### config.mk
export PLATFORM = sky130hd
export DESIGN_NAME = app_cmd_gen
export DESIGN_NICKNAME = d
export VERILOG_FILES = /design/src/rtl/app_cmd_gen.sv
export SDC_FILE = /design/constraint.sdc
export NUM_CORES = 1
export LEC_CHECK = 0
export CAP_MARGIN = 20
export CORE_MARGIN = 8
export CORE_UTILIZATION = 45
export CTS_CLUSTER_SIZE = 25
export DETAILED_ROUTE_END_ITERATION = 10
export GPL_TIMING_DRIVEN = 0
export PLACE_DENSITY = 0.68
export SLEW_MARGIN = 20
export SYNTH_ARGS = -nofsm -noshare
export SYNTH_HDL_FRONTEND = slang
export SYNTH_SLANG_ARGS = --single-unit
### constraint.sdc
create_clock -name clk -period 10.5 [get_ports clk]
set_clock_uncertainty 0.2 [all_clocks]
set_input_delay 2.1 -clock clk [delete_from_list [all_inputs] [get_ports clk]]
set_output_delay 2.1 -clock clk [all_outputs]
set_load 0.01 [all_outputs]
### src/rtl/app_cmd_gen.sv
// Splits a block-transfer request into READ/WRITE DMA EXT commands of at most
// MAX_SECTORS sectors and streams each as a 3-word AXI-stream packet.
module app_cmd_gen #(
    parameter int unsigned MAX_SECTORS = 256
) (
    input  logic        clk,
    input  logic        rst,
    input  logic        sata_link_up,
    input  logic        req_valid,
    output logic        req_ready,
    input  logic        req_write,
    input  logic [47:0] req_lba,
    input  logic [31:0] req_count,
    output logic        command_m_axi_tvalid,
    output logic        command_m_axi_tlast,
    input  logic        command_m_axi_tready,
    output logic [31:0] command_m_axi_tdata,
    output logic        busy,
    output logic        done,
    output logic        err
);

    localparam logic [31:0] MAX_CNT  = 32'(MAX_SECTORS);
    localparam logic [7:0]  OP_WRITE = 8'h35;
    localparam logic [7:0]  OP_READ  = 8'h25;

    typedef enum logic [1:0] {
        IDLE = 2'd0,
        W0   = 2'd1,
        W1   = 2'd2,
        W2   = 2'd3
    } state_t;

    state_t      state_q, state_d;
    logic        write_q, write_d;
    logic [47:0] lba_q, lba_d;
    logic [31:0] remaining_q, remaining_d;
    logic        req_ready_q, req_ready_d;
    logic        tvalid_q, tvalid_d;
    logic        tlast_q, tlast_d;
    logic [31:0] tdata_q, tdata_d;
    logic        busy_q, busy_d;
    logic        done_q, done_d;
    logic        err_q, err_d;

    logic [15:0] chunk;
    logic        accept;
    logic        handshake;

    function automatic logic [15:0] chunk_of(input logic [31:0] rem);
        return (rem > MAX_CNT) ? MAX_CNT[15:0] : rem[15:0];
    endfunction

    // Word presented while in state st; computed from next-state values so
    // the registered output is already correct on the cycle the state is entered.
    function automatic logic [31:0] word_of(input state_t      st,
                                            input logic        wr,
                                            input logic [47:0] lba,
                                            input logic [31:0] rem);
        logic [31:0] w;
        w = 32'h0;
        case (st)
            W0:      w = {(wr ? OP_WRITE : OP_READ), 8'h00, chunk_of(rem)};
            W1:      w = lba[31:0];
            W2:      w = {16'h0000, lba[47:32]};
            default: w = 32'h0;
        endcase
        return w;
    endfunction

    assign chunk     = chunk_of(remaining_q);
    assign accept    = req_valid & req_ready_q;
    assign handshake = tvalid_q & command_m_axi_tready;

    always_comb begin
        state_d     = state_q;
        write_d     = write_q;
        lba_d       = lba_q;
        remaining_d = remaining_q;
        done_d      = 1'b0;
        err_d       = 1'b0;

        case (state_q)
            IDLE: begin
                if (accept) begin
                    if (req_count == 32'd0) begin
                        err_d = 1'b1;
                    end else begin
                        write_d     = req_write;
                        lba_d       = req_lba;
                        remaining_d = req_count;
                        state_d     = W0;
                    end
                end
            end
            W0: begin
                if (!sata_link_up) begin
                    state_d = IDLE;
                    err_d   = 1'b1;
                end else if (handshake) begin
                    state_d = W1;
                end
            end
            W1: begin
                if (!sata_link_up) begin
                    state_d = IDLE;
                    err_d   = 1'b1;
                end else if (handshake) begin
                    state_d = W2;
                end
            end
            W2: begin
                if (!sata_link_up) begin
                    state_d = IDLE;
                    err_d   = 1'b1;
                end else if (handshake) begin
                    lba_d       = lba_q + {32'h0, chunk};
                    remaining_d = remaining_q - {16'h0, chunk};
                    if (remaining_d == 32'd0) begin
                        state_d = IDLE;
                        done_d  = 1'b1;
                    end else begin
                        state_d = W0;
                    end
                end
            end
            default: state_d = IDLE;
        endcase

        busy_d   = (state_d != IDLE);
        tvalid_d = busy_d;
        tlast_d  = (state_d == W2);
        tdata_d  = word_of(state_d, write_d, lba_d, remaining_d);
        // Ready re-opens one cycle after busy falls (or after a reject).
        req_ready_d = sata_link_up & ~busy_q & (state_d == IDLE) & ~accept;
    end

    always_ff @(posedge clk or posedge rst) begin
        if (rst) begin
            state_q     <= IDLE;
            write_q     <= 1'b0;
            lba_q       <= 48'h0;
            remaining_q <= 32'h0;
            req_ready_q <= 1'b0;
            tvalid_q    <= 1'b0;
            tlast_q     <= 1'b0;
            tdata_q     <= 32'h0;
            busy_q      <= 1'b0;
            done_q      <= 1'b0;
            err_q       <= 1'b0;
        end else begin
            state_q     <= state_d;
            write_q     <= write_d;
            lba_q       <= lba_d;
            remaining_q <= remaining_d;
            req_ready_q <= req_ready_d;
            tvalid_q    <= tvalid_d;
            tlast_q     <= tlast_d;
            tdata_q     <= tdata_d;
            busy_q      <= busy_d;
            done_q      <= done_d;
            err_q       <= err_d;
        end
    end

    assign req_ready            = req_ready_q;
    assign command_m_axi_tvalid = tvalid_q;
    assign command_m_axi_tlast  = tlast_q;
    assign command_m_axi_tdata  = tdata_q;
    assign busy                 = busy_q;
    assign done                 = done_q;
    assign err                  = err_q;

endmodule

==> summary.md <==
| Metric | Value |
|---|---|
| Layout cells sized above 1 | `under 10%` |
| Final setup viols | `0` |
| Achievable frequency | `roughly 150 MHz` |
| Sequential share of the synthesized area | `34.6%` |
| Overall routing resource usage | `31.1%` |
| Critical Path Start Type | `primary input` |
| Critical path's top delay family | `simple AND/OR/NAND/NOR gates` |
| Post-detail-place hpwl | `28000 µm` |
| Remaining design rule violation count | `0` |
| Critical Path RT | `10.58 ns` |
| Routability cong. | `0.985` |
| CTS root buf | `clkbuf_16` |
| FP Rows | `51` |
| Total power | `4.16 mW` |
| Pre-CTS setup slack | `3.53 ns` |
| Hold WC Path Type | `flip-flop to flip-flop` |
| Avg Inst Size Synth | `8.46 µm²` |
| CTS Sinks | `120` |
| Synth-to-Final Area Change | `25.7%` |
| Max rail drop VDD | `0.163 mV` |
| Final min period | `6.78 ns` |
| Slew HR | `30.3%` |
| Setup TNS | `0 ns` |
| Die Wd | `155 µm` |
| Ys flop type | `dfrtp_1` |
| Largest net degree at the start of global routing | `99` |
| CTS Buffer Depth | `2` |
| Non-Filler Instances | `1454` |
| Die area | `around 24000 µm²` |
| Drt total wl | `roughly 38000 µm` |
| Pleak | `4.60 nW` |
| Delay of the slowest critical-path stage | `a little over 0.7 ns` |
| Setup CP Type | `primary input to flip-flop` |
| Initial antenna violation count | `0` |
| DR WL/cell | `about 26 µm` |
| Initial DRC count | `1189` |
| Nets | `1285` |
| Slowest CP cell | `nor4_1` |
| Setup Buffers After CTS | `0` |
| MaxCap Viol Count | `0` |
| Count of final hold-check violations | `0` |
| Fin worst setup slack | `3.72 ns` |
| Seq cells post-synth | `120` |
| Vias per Instance | `6.67` |
| GR Overflow Total | `0` |
| Unique masters post-synth | `86` |
| Vias in the first global route | `9362` |
| Cts bufs inserted | `17` |
| Syn. warnings | `0` |
| Post-synth EDFFs | `0` |
| Tcrit/Tclk final | `64.6%` |
| # fillers | `1745` |
| Placed insts | `1422` |
| Buf+Inv Stages, Crit Path | `4` |
| Routed vias | `9693` |
| Worst-Margin Slew | `1.04 ns` |
| Setup crit end kind | `flip-flop` |
| Die H | `155 µm` |
| PortBufs | `123` |
| Fin area | `10900 µm²` |
| CTS tree | `yes` |
| Worst skew pair latency | `~0.43 ns` |
| Core footprint | `19200 µm²` |
| Post-DRT Antenna Nets | `0` |
| Async S/R FF share, synth | `100%` |
| Cell Chain, Critical Path | `clkdlybuf4s50_1 -> nor4_1 -> and4_1 -> a21oi_1 -> clkbuf_1 -> buf_1 -> clkbuf_1 -> a22oi_1 -> nand4_1 -> nor4_2 -> nand3_1 -> or2_4 -> o22ai_1` |
| DP Area | `10300 µm²` |
| Mapped cell area | `8690 µm²` |
| Pwr/cell area | `between 300 and 400 nW/µm²` |
| Crit-path max FO | `10` |
| N_diodes | `0` |
| Status | `finished, final reports clean` |
| H-tree depth | `4` |
| IO Count | `between 100 and 150` |
| Post-CTS Resized | `0` |
| First-pass GRT wire length | `56600 µm` |
| Top cell by count, worst path | `clkbuf_1` |
| Mapped Cells | `1027` |
| Initial Utilization | `45.2%` |
| Reg clk slew, reported paths | `0.06 ns` |
| CP arrival | `6.86 ns` |
| Hold-fix buffers, CTS | `0` |
| Max-slew violations | `0` |
| RSZ-0062 raised after global routing | `no` |
| First-pass iteration count of the detailed router | `7` |
==> state kept, by name, indices dropped and copies added, names as in the netlist, 2 cells and up <==
signal	flops
command_m_axi_tdata	32
lba_q	48
remaining_q	32
state_q	2
==> stage by stage <==
| step | hold WS, ns | util, % |
|---|---|---|
| 6_report | 0.317 | 56.8 |
| 5_1_grt | 0.323 | 56.8 |
| 4_1_cts | 0.305 | 56.8 |
| 3_5_place_dp | 0.292 | 53.7 |
| 3_3_place_gp | 0.286 | 53.5 |
| 2_1_floorplan | 0.272 | - |
==> per-layer routing <==
layer  track usage (%)  share of wire (%)  up-vias
met5                 0                  0        -
met3              6.60                 10      126
met1              40.8                 40     4683
met2              46.6                 44      646
li1                  -                  -     4238
met4              18.1                5.2        0
==> area by class of cell <==
class	instances	area [µm²]	area share, %
Inverter	34	135	1.24
Multi-Input combinational cell	810	5300	48.5
Timing Repair Buffer	124	1260	11.5
Clock inverter	14	165	1.51
Tap cell	265	332	3.04
Clock buffer	18	439	4.02
Sequential cell	120	3000	27.5
Buffer	69	285	2.61
==> worst register-to-register path, delay by kind of cell (launching register included) <==
| family | cells | cell delay [ns] |
|---|---|---|
| flops | 1 | 0.35 |
| mux | 1 | 0.28 |
| compound gates | 7 | 1.98 |
| buf+inv | 1 | 0.22 |
| fa+ha+maj | 2 | 0.50 |
| simple gates | 6 | 2.81 |
==> worst paths after layout <==
| path | from | end | slack, ns | cells after the start |
|---|---|---|---|---|
| max reg2reg | remaining_q[19] | command_m_axi_tdata[24] | 4.03 | 17 |
| max in group asynchronous | rst | remaining_q[2] | 7.49 | 3 |
| min reg2reg | write_q | write_q | 0.32 | 1 |
| min in group asynchronous | rst | err | 1.81 | 2 |
| min | write_q | write_q | 0.32 | 1 |
| max | req_count[14] | command_m_axi_tdata[1] | 3.72 | 13 |
==> Yosys cell counts (7+ instances only) <==
cell        n  area share, %
nor2_1     78            3.4
nand2_1   109            4.7
a221o_1     7           0.81
a32oi_1     8           0.81
nor3_1     20            1.2
a222oi_1   10            1.2
inv_1      34            1.5
buf_1       7           0.30
a31oi_1    11           0.79
or4_1       9           0.78
a22oi_1    40            3.5
and4_1      7           0.71
o221ai_1    9           0.91
nand3_1    32            1.8
clkbuf_1   53            2.3
nand4_1    15            1.1
nor2b_1    10           0.72
o211ai_1   18            1.6
and3_1     12           0.86
nor4_1     28            2.0
nor3b_1     7           0.61
a22o_1     20            2.0
and2_1     18            1.3
dfrtp_1   120             35
or3_1       8           0.58
o21ai_0    74            4.3
o21a_1      7           0.61
a211oi_1   12            1.0
mux2i_1    21            2.4
xnor2_1    12            1.2
ha_1       22            3.2
a21o_1     14            1.2
a21oi_1    42            2.4
==> placed cells by master (no fill, tap or decap), types with 7 or more instances in the layout <==
master / Yosys / final
clkdlybuf4s50_1: 0 / 123
dfrtp_1: 120 / 120
nand2_1: 109 / 109
nor2_1: 78 / 78
o21ai_0: 74 / 73
clkbuf_1: 53 / 53
a21oi_1: 42 / 42
a22oi_1: 40 / 40
inv_1: 34 / 33
nand3_1: 32 / 32
nor4_1: 28 / 28
ha_1: 22 / 22
mux2i_1: 21 / 21
nor3_1: 20 / 20
a22o_1: 20 / 20
and2_1: 18 / 18
o211ai_1: 18 / 18
clkbuf_16: 0 / 17
nand4_1: 15 / 15
a21o_1: 14 / 14
and3_1: 12 / 12
a211oi_1: 12 / 12
xnor2_1: 12 / 12
nor2b_1: 10 / 10
a31oi_1: 11 / 10
a222oi_1: 10 / 10
or4_1: 9 / 9
o221ai_1: 9 / 9
a32oi_1: 8 / 8
or3_1: 8 / 8
conb_1: 2 / 8
and4_1: 7 / 7
buf_1: 7 / 7
o21a_1: 7 / 7
nor3b_1: 7 / 7
a221o_1: 7 / 7
==> cells by family after synthesis <==
kind of cell	count (synthesis)	share of synthesized area (%)
xor+xnor	16	1.61
fa+ha+maj	23	3.40
mux	23	2.68
simple gates	395	24.6
flops	120	34.6
other cells	2	0.0865
buf+inv	103	4.75
compound gates	345	28.3
==> power by group <==
group | internal [mW] | switching, mW
combinational | 0.892 | 1.89
sequential | 0.600 | 0.169
clock | 0.362 | 0.254
Power figures use the tool's default switching activity.
